==> src/rtl/ariane_pkg.sv <==
// Minimal scoreboard-entry definitions shared by the issue path.
// Only the fields the reorder window inspects are modelled: the functional
// unit and the three architectural register specifiers, plus the PC.
package ariane_pkg;

  typedef enum logic [3:0] {
    NONE,
    LOAD,
    STORE,
    ALU,
    CTRL_FLOW,
    MULT,
    CSR
  } fu_t;

  typedef struct packed {
    logic [31:0] pc;
    fu_t         fu;
    logic [4:0]  rs1;
    logic [4:0]  rs2;
    logic [4:0]  rd;
  } scoreboard_entry_t;

endpackage

==> src/rtl/issue_reorder_window_if.sv <==
// Handshake bundle between issue-read, the reorder window and issue/execute.
// slave  : the reorder window side.
// master : the surrounding pipeline (or a testbench) driving the window.
// bypass_cnt_o / stall_cnt_o carry statistics; zero unless REORDER_STATS_EN.
interface issue_reorder_window_if #(
  parameter int unsigned CNT_W = 16
);

  logic                          flush_i;
  logic                          debug_req_i;
  ariane_pkg::scoreboard_entry_t issue_entry_i;
  logic                          issue_entry_valid_i;
  logic                          is_ctrl_flow_i;
  logic                          issue_instr_ack_o;
  ariane_pkg::scoreboard_entry_t issue_entry_o;
  logic                          issue_entry_valid_o;
  logic                          is_ctrl_flow_o;
  logic                          issue_instr_ack_i;
  logic                          lsu_ready_i;
  logic [CNT_W-1:0]              bypass_cnt_o;
  logic [CNT_W-1:0]              stall_cnt_o;

  modport slave (
    input  flush_i, debug_req_i, issue_entry_i, issue_entry_valid_i, is_ctrl_flow_i,
    input  issue_instr_ack_i, lsu_ready_i,
    output issue_instr_ack_o, issue_entry_o, issue_entry_valid_o, is_ctrl_flow_o,
    output bypass_cnt_o, stall_cnt_o
  );

  modport master (
    output flush_i, debug_req_i, issue_entry_i, issue_entry_valid_i, is_ctrl_flow_i,
    output issue_instr_ack_i, lsu_ready_i,
    input  issue_instr_ack_o, issue_entry_o, issue_entry_valid_o, is_ctrl_flow_o,
    input  bypass_cnt_o, stall_cnt_o
  );

endinterface

==> src/rtl/issue_reorder_window.sv <==
// Issue reorder window: buffers up to DEPTH scoreboard entries in program
// order between issue-read and issue/execute. When the oldest entry is a
// load/store stuck behind a busy LSU, a younger independent ALU-type entry
// (within MAX_BYPASS slots) may issue ahead of it.
//
// Ports:
//   clk_i  - clock, rising edge
//   rst_i  - asynchronous active-high reset
//   bus    - issue_reorder_window_if.slave: enqueue handshake (issue_entry_*_i,
//            issue_instr_ack_o), dequeue handshake (issue_entry_*_o,
//            issue_instr_ack_i), flush_i, debug_req_i, lsu_ready_i, statistics.
//
// Optional: define REORDER_STATS_EN to build saturating bypass/stall counters;
// otherwise the counter outputs are tied to zero.
module issue_reorder_window #(
  parameter int unsigned DEPTH      = 4,
  parameter int unsigned MAX_BYPASS = 2,
  parameter int unsigned CNT_W      = 16
) (
  input logic                   clk_i,
  input logic                   rst_i,
  issue_reorder_window_if.slave bus
);

  import ariane_pkg::*;

  localparam int unsigned IdxW = (DEPTH > 1) ? $clog2(DEPTH) : 1;
  localparam int unsigned CntW = $clog2(DEPTH + 1);

  scoreboard_entry_t sbe_q [DEPTH];
  scoreboard_entry_t sbe_d [DEPTH];
  logic [DEPTH-1:0]  cf_q, cf_d, vld_q, vld_d;
  logic [CntW-1:0]   cnt_q, cnt_d, cnt_mid;
  logic [DEPTH-1:0]  cand_ok;
  logic [IdxW-1:0]   sel_idx;
  logic              bypass_en, out_valid, acc, enq, deq;

  function automatic logic is_mem(fu_t fu);
    return (fu == LOAD) || (fu == STORE);
  endfunction

  // RAW / WAR / WAW between a younger and an older entry; x0 never conflicts.
  function automatic logic has_hazard(scoreboard_entry_t yng, scoreboard_entry_t old);
    logic raw, war, waw;
    raw = ((yng.rs1 != '0) && (yng.rs1 == old.rd)) || ((yng.rs2 != '0) && (yng.rs2 == old.rd));
    war = (yng.rd != '0) && ((yng.rd == old.rs1) || (yng.rd == old.rs2));
    waw = (yng.rd != '0) && (yng.rd == old.rd);
    return raw | war | waw;
  endfunction

  // Candidate k must be ALU-type and independent of, and not behind a control
  // flow barrier among, every older slot.
  always_comb begin
    cand_ok = '0;
    for (int k = 1; k < int'(DEPTH); k++) begin
      if (k <= int'(MAX_BYPASS)) begin
        cand_ok[k] = vld_q[k] && !is_mem(sbe_q[k].fu) && (sbe_q[k].fu != CTRL_FLOW) && !cf_q[k];
        for (int j = 0; j < k; j++) begin
          if (has_hazard(sbe_q[k], sbe_q[j]) || cf_q[j] || (sbe_q[j].fu == CTRL_FLOW)) begin
            cand_ok[k] = 1'b0;
          end
        end
      end
    end
  end

  always_comb begin
    bypass_en = vld_q[0] && is_mem(sbe_q[0].fu) && !bus.lsu_ready_i && !bus.debug_req_i;
    sel_idx   = '0;
    // Descending scan so the lowest qualifying index wins.
    for (int k = int'(DEPTH) - 1; k >= 0; k--) begin
      if (bypass_en && cand_ok[k]) sel_idx = IdxW'(k);
    end
  end

  assign out_valid = vld_q[sel_idx];
  assign acc       = (cnt_q < CntW'(DEPTH)) && !bus.flush_i;
  assign enq       = bus.issue_entry_valid_i && acc;
  assign deq       = bus.issue_instr_ack_i && out_valid && !bus.flush_i;
  assign cnt_mid   = cnt_q - CntW'(deq);

  assign bus.issue_instr_ack_o   = acc;
  assign bus.issue_entry_valid_o = out_valid;
  assign bus.issue_entry_o       = out_valid ? sbe_q[sel_idx] : '0;
  assign bus.is_ctrl_flow_o      = out_valid && cf_q[sel_idx];

  always_comb begin
    // Remove the selected slot and compact younger slots down by one.
    for (int i = 0; i < int'(DEPTH) - 1; i++) begin
      if (deq && (i >= int'(sel_idx))) begin
        sbe_d[i] = sbe_q[i+1];
        cf_d[i]  = cf_q[i+1];
        vld_d[i] = vld_q[i+1];
      end else begin
        sbe_d[i] = sbe_q[i];
        cf_d[i]  = cf_q[i];
        vld_d[i] = vld_q[i];
      end
    end
    sbe_d[DEPTH-1] = deq ? '0 : sbe_q[DEPTH-1];
    cf_d[DEPTH-1]  = deq ? 1'b0 : cf_q[DEPTH-1];
    vld_d[DEPTH-1] = deq ? 1'b0 : vld_q[DEPTH-1];
    cnt_d          = cnt_mid;
    // New entry lands behind the youngest slot left after compaction.
    for (int i = 0; i < int'(DEPTH); i++) begin
      if (enq && (CntW'(i) == cnt_mid)) begin
        sbe_d[i] = bus.issue_entry_i;
        cf_d[i]  = bus.is_ctrl_flow_i;
        vld_d[i] = 1'b1;
      end
    end
    if (enq) cnt_d = cnt_mid + CntW'(1);
    if (bus.flush_i) begin
      for (int i = 0; i < int'(DEPTH); i++) sbe_d[i] = '0;
      cf_d  = '0;
      vld_d = '0;
      cnt_d = '0;
    end
  end

  always_ff @(posedge clk_i or posedge rst_i) begin
    if (rst_i) begin
      for (int i = 0; i < int'(DEPTH); i++) sbe_q[i] <= '0;
      cf_q  <= '0;
      vld_q <= '0;
      cnt_q <= '0;
    end else begin
      for (int i = 0; i < int'(DEPTH); i++) sbe_q[i] <= sbe_d[i];
      cf_q  <= cf_d;
      vld_q <= vld_d;
      cnt_q <= cnt_d;
    end
  end

`ifdef REORDER_STATS_EN
  logic [CNT_W-1:0] bypass_cnt_q, stall_cnt_q;

  always_ff @(posedge clk_i or posedge rst_i) begin
    if (rst_i) begin
      bypass_cnt_q <= '0;
      stall_cnt_q  <= '0;
    end else begin
      if (deq && (sel_idx != '0) && !(&bypass_cnt_q)) bypass_cnt_q <= bypass_cnt_q + CNT_W'(1);
      if (out_valid && !bus.issue_instr_ack_i && !(&stall_cnt_q)) begin
        stall_cnt_q <= stall_cnt_q + CNT_W'(1);
      end
    end
  end

  assign bus.bypass_cnt_o = bypass_cnt_q;
  assign bus.stall_cnt_o  = stall_cnt_q;
`else
  assign bus.bypass_cnt_o = {CNT_W{1'b0}};
  assign bus.stall_cnt_o  = {CNT_W{1'b0}};
`endif

endmodule
==> src/flat_wrapper.sv <==
// flat-port wrapper written by rule: the top's interface ports become plain ports
module issue_reorder_window_flat import ariane_pkg::*;
#(
  parameter int unsigned DEPTH      = 4,
  parameter int unsigned MAX_BYPASS = 2,
  parameter int unsigned CNT_W      = 16
)
  (clk_i, rst_i, bus_flush_i, bus_debug_req_i, bus_issue_entry_i, bus_issue_entry_valid_i, bus_is_ctrl_flow_i, bus_issue_instr_ack_i, bus_lsu_ready_i, bus_issue_instr_ack_o, bus_issue_entry_o, bus_issue_entry_valid_o, bus_is_ctrl_flow_o, bus_bypass_cnt_o, bus_stall_cnt_o);
  issue_reorder_window_if #(.CNT_W(CNT_W)) bus_i ();
  input logic clk_i;
  input logic rst_i;
  input wire logic [$bits(bus_i.flush_i)-1:0] bus_flush_i;
  input wire logic [$bits(bus_i.debug_req_i)-1:0] bus_debug_req_i;
  input wire logic [$bits(bus_i.issue_entry_i)-1:0] bus_issue_entry_i;
  input wire logic [$bits(bus_i.issue_entry_valid_i)-1:0] bus_issue_entry_valid_i;
  input wire logic [$bits(bus_i.is_ctrl_flow_i)-1:0] bus_is_ctrl_flow_i;
  input wire logic [$bits(bus_i.issue_instr_ack_i)-1:0] bus_issue_instr_ack_i;
  input wire logic [$bits(bus_i.lsu_ready_i)-1:0] bus_lsu_ready_i;
  output wire logic [$bits(bus_i.issue_instr_ack_o)-1:0] bus_issue_instr_ack_o;
  output wire logic [$bits(bus_i.issue_entry_o)-1:0] bus_issue_entry_o;
  output wire logic [$bits(bus_i.issue_entry_valid_o)-1:0] bus_issue_entry_valid_o;
  output wire logic [$bits(bus_i.is_ctrl_flow_o)-1:0] bus_is_ctrl_flow_o;
  output wire logic [$bits(bus_i.bypass_cnt_o)-1:0] bus_bypass_cnt_o;
  output wire logic [$bits(bus_i.stall_cnt_o)-1:0] bus_stall_cnt_o;
  assign bus_i.flush_i = bus_flush_i;
  assign bus_i.debug_req_i = bus_debug_req_i;
  assign bus_i.issue_entry_i = bus_issue_entry_i;
  assign bus_i.issue_entry_valid_i = bus_issue_entry_valid_i;
  assign bus_i.is_ctrl_flow_i = bus_is_ctrl_flow_i;
  assign bus_i.issue_instr_ack_i = bus_issue_instr_ack_i;
  assign bus_i.lsu_ready_i = bus_lsu_ready_i;
  assign bus_issue_instr_ack_o = bus_i.issue_instr_ack_o;
  assign bus_issue_entry_o = bus_i.issue_entry_o;
  assign bus_issue_entry_valid_o = bus_i.issue_entry_valid_o;
  assign bus_is_ctrl_flow_o = bus_i.is_ctrl_flow_o;
  assign bus_bypass_cnt_o = bus_i.bypass_cnt_o;
  assign bus_stall_cnt_o = bus_i.stall_cnt_o;
  issue_reorder_window #(.DEPTH(DEPTH), .MAX_BYPASS(MAX_BYPASS), .CNT_W(CNT_W)) u_core (.clk_i(clk_i), .rst_i(rst_i), .bus(bus_i));
endmodule
==> config.mk <==
export PLATFORM = sky130hd
export DESIGN_NAME = issue_reorder_window_flat
export DESIGN_NICKNAME = d
export VERILOG_FILES = /design/src/rtl/ariane_pkg.sv /design/src/rtl/issue_reorder_window_if.sv /design/src/rtl/issue_reorder_window.sv /design/src/flat_wrapper.sv
export SDC_FILE = /design/constraint.sdc
export NUM_CORES = 1
export LEC_CHECK = 0
export BUFFER_PORTS_ARGS = -buffer_cell sky130_fd_sc_hd__buf_2
export CAP_MARGIN = 10
export CORE_AREA = 2 2 143 145
export DETAILED_ROUTE_END_ITERATION = 12
export DIE_AREA = 0 0 145 147
export GPL_TIMING_DRIVEN = 0
export HOLD_SLACK_MARGIN = 0.05
export PLACE_DENSITY = 0.87
export SKIP_LAST_GASP = 1
export SLEW_MARGIN = 20
export SYNTH_ARGS = -nofsm -noshare
export SYNTH_HDL_FRONTEND = slang
export SYNTH_SLANG_ARGS = --single-unit
export TNS_END_PERCENT = 20
==> constraint.sdc <==
create_clock -name clk_i -period 18.4 [get_ports clk_i]
set_clock_uncertainty 0.2 [all_clocks]
set_input_delay 1.84 -clock clk_i [delete_from_list [all_inputs] [get_ports clk_i]]
set_output_delay 1.84 -clock clk_i [all_outputs]
set_load 0.05 [all_outputs]
; ---- Word-level counts from Yosys, hierarchy flattened
; Index checks and enable logic that the tools add are counted.
[op_classes]
magnitude_cmp = 6
n_bitwise = 7
n_reduce_logical = 68
mux = 41
addsub = 2
n_eq_ne = 28
[op_table]
columns = operator, count
row1 = 2-to-1 mux 51 bit, 11
row2 = 2-to-1 mux 204 bit, 1
row3 = binary-select mux 51 bit (select 2 bit), 1
row4 = == test 5 bit, 15
row5 = logical AND 1 bit, 35
row6 = nonzero test 5 bit, 6
row7 = 2-to-1 mux 1 bit, 20
row8 = logical OR 1 bit, 15
row9 = "== test 4 x 1 -> 1 bit, second input constant", 3
row10 = "== test 4 x 2 -> 1 bit, second input constant", 3
row11 = nonzero test 3 bit, 4
row12 = "== test 4 x 3 -> 1 bit, second input constant", 2
row13 = 2-to-1 mux 4 bit, 2
row14 = "!= test 4 x 3 -> 1 bit, second input constant", 2
row15 = logical NOT 1 bit, 7
row16 = "== test 2 x 3 -> 1 bit, first input constant", 2
row17 = 2-to-1 mux 3 bit, 2
row18 = bitwise OR 1 bit, 6
row19 = binary-select mux 1 bit (select 2 bit), 2
row20 = "greater-or-equal comparator 1 x 2 -> 1 bit, first input constant", 2
row21 = 2-to-1 mux 2 bit, 2
row22 = "adder 3 x 1 -> 3 bit, second input constant", 1
row23 = "== test 1 x 3 -> 1 bit, first input constant", 1
row24 = "greater-or-equal comparator 3 bit, second input constant", 1
row25 = other kinds (6), 6
[totals]
in_bits = 59
word_cells = 181
output_inout_bits = 86
regBits = 215

; ---- Depth between registers and ports, before layout
[logic_depth]
word_depth = 21
depth_mapped = 14
ltp_nobuf = 10

; ---- Least setup slack after synthesis
; No wires, ideal clock.
[synth_timing]
path_type = input -> output
start = input bus_debug_req_i
end = output bus_issue_entry_o[17]
t_required_ps = 16360
cell_stages = 9
n_path_buf = 2
arrival_ps = 4642
slack_ps = 11718
cell_sequence = or4_1 nor4_2 nand4b_1 nor3_1 o211a_1 buf_4 buf_2 nand3_1 a21boi_0
[synth_via]
elab_chain_len = 10
word_cells_on_any_way = 13
cone_classes = mux: 8 / bitwise: 1 / reduce/logical: 4
[synth_lines]
columns = element, line
row1 = start: declaration, flat_wrapper.sv:13  ; input wire logic [$bits(bus_i.debug_req_i)-1:0] bus_debug_req_i;
row2 = logical NOT 1 bit (*), issue_reorder_window.sv:68  ; bypass_en = vld_q[0] && is_mem(sbe_q[0].fu) && !bus.lsu_ready_i && !bus.debug_req_i;
row3 = logical AND 1 bit (*), issue_reorder_window.sv:68
row4 = logical AND 1 bit, issue_reorder_window.sv:72  ; if (bypass_en && cand_ok[k]) sel_idx = IdxW'(k);
row5 = 2-to-1 mux 2 bit, issue_reorder_window.sv:72
row6 = 2-to-1 mux 2 bit (*), issue_reorder_window.sv:72
row7 = inverter 2 -> 3 bit (not written as such), issue_reorder_window.sv:84  ; assign bus.issue_entry_o = out_valid ? sbe_q[sel_idx] : '0;
row8 = binary-select mux 51 bit (select 2 bit), issue_reorder_window.sv:84
row9 = 2-to-1 mux 51 bit (not written as such) (2 in a row), issue_reorder_window.sv:84
row10 = 2-to-1 mux 51 bit (*), issue_reorder_window.sv:84
row11 = end: declaration, flat_wrapper.sv:20  ; output wire logic [$bits(bus_i.issue_entry_o)-1:0] bus_issue_entry_o;
; Mark *: on every way between the ends. The rest lies on a longest branch, timed or not. The select of a mux whose other input is x is not followed.

; ---- Worst setup path in the final report
[layout_timing]
start = input bus_debug_req_i
end = output bus_issue_entry_o[42]
; Same word-level chain as after synthesis.

==> flow_summary.yaml <==
status:
  outcome: "completed"
logic_synthesis:
  average_cell_area_after_synthesis_um2: 8.96
  postSynth.asyncResetShare_pct: 100
  ys_dominant_reg_cell: "sky130_fd_sc_hd__dfrtp_1"
  ys_seq_area_share_pct: 43.1
  synth_area_leader_cell: "sky130_fd_sc_hd__dfrtp_1"
  netlist_area_um2: 12500
  synth_top_cell_area_share_pct: 43.1
  synth_cells: 1393
  yosysWarnings: 0
  postSynthRegisterBits: 215
  synth-edff-count: 0
  synth_mux_area_share_pct: 13.4
  synth_simple_gate_area_share_pct: 16.1
  synth_compound_area_share_pct: 15.0
  leading_cell_types_by_count_after_synthesis: "371 x sky130_fd_sc_hd__nand2_1, 215 x sky130_fd_sc_hd__dfrtp_1, 111 x sky130_fd_sc_hd__a21oi_1"
  synth.distinct_cells: 49
  yosys.area_share.xor_xnor_pct: 5.47
  synth_adder_area_share_pct: 0.301
  synth_area_leaders: "sky130_fd_sc_hd__dfrtp_1 43%, sky130_fd_sc_hd__nand2_1 11%, sky130_fd_sc_hd__mux2_1 5.9%"
  yosys.cell_count.top_type: "sky130_fd_sc_hd__nand2_1"
  synth_top_family_by_area: "simple AND/OR/NAND/NOR gates"
clock_tree:
  cts_tree: "built"
  clk_transition_reported_paths_ps: 60
  clk_root_buffer_cell: "sky130_fd_sc_hd__clkbuf_16"
  cts_resized: 0
  clock_insertion_delay_worst_skew_ps: 520
  cts_hold_buf: 0
  clk_path_buf_depth: 3
  cts_inserted_buffers: 23
  postCtsSetupRepairBufs: 0
  tritoncts_num_sinks: 215
  h_tree_levels: 1
timing:
  hold_viol_final: 0
  maxClockFrequency_mhz: 139
  maxSlewViolCount: 0
  final_hold_slack_ps: 293
  grt_setup_unrepaired: "no"
  post-route-period-util_pct: 39.1
  setup_viol: 0
  final_period_minus_worst_setup_slack_ps: 7200
  relSlewSlack_pct: 17.1
  final.setup.tns_ps: 0
  slew_at_the_pin_with_the_worst_max_slew_slack_ps: 1230
  postLayoutSetupSlackWorst_ps: 11200
global_route:
  groute.layer.met2.usage_pct: 55.5
  grt.busiest_layer: "met2"
  groute.layer.met3.usage_pct: 6.09
  grt_max_degree: 109
  grt_antenna_before_repair: 1
  grt_first_pass_wirelength_um: 59400
  global_route.overflow_total: 0
  globalRouteMet1Util_pct: 45.8
  global_route.usage.total_pct: 34.8
  grt_pass1_vias: 11300
cells_and_area:
  layout.cell_area.non_filler_um2: 14300
  fillers: 1477
  multiInputGateArea_um2: 6400
  final-seq-area_um2: 5380
  area_growth_pct: 14.2
  final_core_util_pct: 71.8
  net_total_in_the_final_layout: 1624
  drive_above_1_share_pct: 16.2
placement:
  placement.cell_area_um2: 13600
  place.detailed.hpwl_um: 25400
  gp_congestion: 0.957
  preCtsSetupSlack_ps: 11460
  buffer_ports.inserted: 111
min_path:
  hold_path.class: "reg -> reg"
die:
  die_height_um: 147
  die-width_um: 145
  ioPinCount: 145
  fp.dieArea_um2: 21300
  standard_cell_row_count: 52
  start_util_pct: 62.9
  placeableCoreArea_um2: 19800
worst_setup_path:
  path_class: "in -> out"
  reg2reg_setup_slack_ps: 13730
  crit_end: "bus_issue_entry_o[42]"
  worst_setup_path_end_kind: "primary output"
  required_worst_endpoint_ps: 16360
  cp-start-kind: "input pin"
  timing.critical_path.fanout_max: 10
  rr_endpoint: "u_core.sbe_q[30]$_DFFE_PP0P_"
  timing.critical_path.arrival_ps: 5160
  r2r_start: "u_core.vld_q[0]$_DFFE_PP0P_"
  startpoint: "bus_debug_req_i"
  rr_worst_depth: 13
power:
  intPower_uw: 790
  clkPwrFrac_pct: 39.8
  switchingPower_uw: 310
  flop_pwr_share_pct: 45.4
  leakage_nw: 6.45
  p_per_area_nw_per_um2: 77.2
  power.ir.vdd_worst_uv: 66.0
  netSwitchingFraction_pct: 28.2
  share_of_power_burned_in_combinational_logic_pct: 14.8
route:
  detail-route-antenna-nets: 0
  first_pass_iteration_count_of_the_detailed_router: 6
  routed_via_density: 6.27
  per_cell_routed_wire_length_um: 20.5
  wirelength_um: 37900
  number_of_design_rule_violations_left_after_detail_routing: 0
  detailroute.via_count: 11600
  detailedRoute.firstIterationViolations: 1471
run:
  cap_violations: 0
==> routing by layer <==
| metal | wire length [um] | vias to the layer above |
|---|---|---|
| li1 | - | 5057 |
| met1 | 14400 | 5520 |
| met2 | 17400 | 831 |
| met3 | 4060 | 187 |
| met4 | 2120 | 0 |
| met5 | 0 | - |
==> state kept, by name (all words and copies together) (netlist names) <==
| signal | count |
|---|---|
| u_core.sbe_q | 204 |
| u_core.cf_q | 4 |
| u_core.vld_q | 4 |
| u_core.cnt_q | 3 |
==> cells by family (layout without fill, tap and decap cells) <==
logic type | Yosys count | after routing
buf+inv | 160 | 312
simple gates | 496 | 496
other cells | 1 | 34
xor+xnor | 78 | 78
flops | 215 | 215
fa+ha+maj | 3 | 3
mux | 154 | 154
compound gates | 286 | 286
==> how the worst min path moves through the flow <==
stage	start	to	slack (ps)	cells after the start
finish	u_core.sbe_q[193]$_DFFE_PP0P_	u_core.sbe_q[193]$_DFFE_PP0P_	290	1
global route	u_core.sbe_q[195]$_DFFE_PP0P_	u_core.sbe_q[195]$_DFFE_PP0P_	310	1
CTS	u_core.sbe_q[193]$_DFFE_PP0P_	u_core.sbe_q[193]$_DFFE_PP0P_	300	1
detailed placement	u_core.sbe_q[193]$_DFFE_PP0P_	u_core.sbe_q[193]$_DFFE_PP0P_	280	1
global placement	u_core.vld_q[3]$_DFFE_PP0P_	u_core.vld_q[3]$_DFFE_PP0P_	260	1
floorplan	u_core.vld_q[3]$_DFFE_PP0P_	u_core.vld_q[3]$_DFFE_PP0P_	250	1
==> worst max-delay path, stage by stage <==
cell	delay [ps]
sky130_fd_sc_hd__buf_2	130
sky130_fd_sc_hd__or4_1	490
sky130_fd_sc_hd__nor4_2	290
sky130_fd_sc_hd__o311a_1	320
sky130_fd_sc_hd__nand3_1	130
sky130_fd_sc_hd__nor2_1	430
sky130_fd_sc_hd__buf_2	380
sky130_fd_sc_hd__clkbuf_1	580
sky130_fd_sc_hd__nand2_1	100
sky130_fd_sc_hd__o21ai_0	160
sky130_fd_sc_hd__buf_2	330
==> power by group through the flow <==
stage	Sequential [mW]	Combinational, mW	Clock (mW)
6_report	0.500	0.162	0.438
5_1_grt	0.501	0.173	0.458
4_1_cts	0.499	0.159	0.438
3_5_place_dp	0.507	0.158	0
3_3_place_gp	0.507	0.152	0
2_1_floorplan	0.504	0.113	0
==> stage by stage <==
stage,power (mW),std cells
floorplan,0.616,1424
global placement,0.659,1805
detailed placement,0.666,1807
CTS,1.10,1846
global route,1.13,1847
finish,1.10,1848
==> layout by cell type (no fill, tap or decap), types with 3 or more instances in the layout <==
master and instances:
sky130_fd_sc_hd__a21oi_1 111, sky130_fd_sc_hd__a22o_1 51, sky130_fd_sc_hd__a311oi_1 52, sky130_fd_sc_hd__and2_1 4, sky130_fd_sc_hd__buf_2 124, sky130_fd_sc_hd__buf_4 43
sky130_fd_sc_hd__buf_6 5, sky130_fd_sc_hd__clkbuf_1 99, sky130_fd_sc_hd__clkbuf_16 23, sky130_fd_sc_hd__clkbuf_8 5, sky130_fd_sc_hd__clkinv_2 3, sky130_fd_sc_hd__conb_1 32
sky130_fd_sc_hd__dfrtp_1 215, sky130_fd_sc_hd__ha_1 3, sky130_fd_sc_hd__inv_1 3, sky130_fd_sc_hd__mux2_1 65, sky130_fd_sc_hd__mux2_2 40, sky130_fd_sc_hd__mux2i_1 49
sky130_fd_sc_hd__nand2_1 371, sky130_fd_sc_hd__nand3_1 15, sky130_fd_sc_hd__nand3b_1 3, sky130_fd_sc_hd__nor2_1 69, sky130_fd_sc_hd__nor3_1 11, sky130_fd_sc_hd__nor4_1 6
sky130_fd_sc_hd__o21ai_0 55, sky130_fd_sc_hd__o22ai_1 3, sky130_fd_sc_hd__or4_1 5, sky130_fd_sc_hd__xnor2_1 46, sky130_fd_sc_hd__xor2_1 32
==> layout make-up <==
type,instances,share of cell area [%]
clock buffer,34,4.68
buffer,156,5.63
multi-input combinational,1049,44.9
sequential,215,37.7
inverter,4,0.158
timing repair buffer,113,4.28
tap,270,2.37
antenna,2,0.0351
clock inverter,5,0.211
Power figures use the tool's default switching activity.
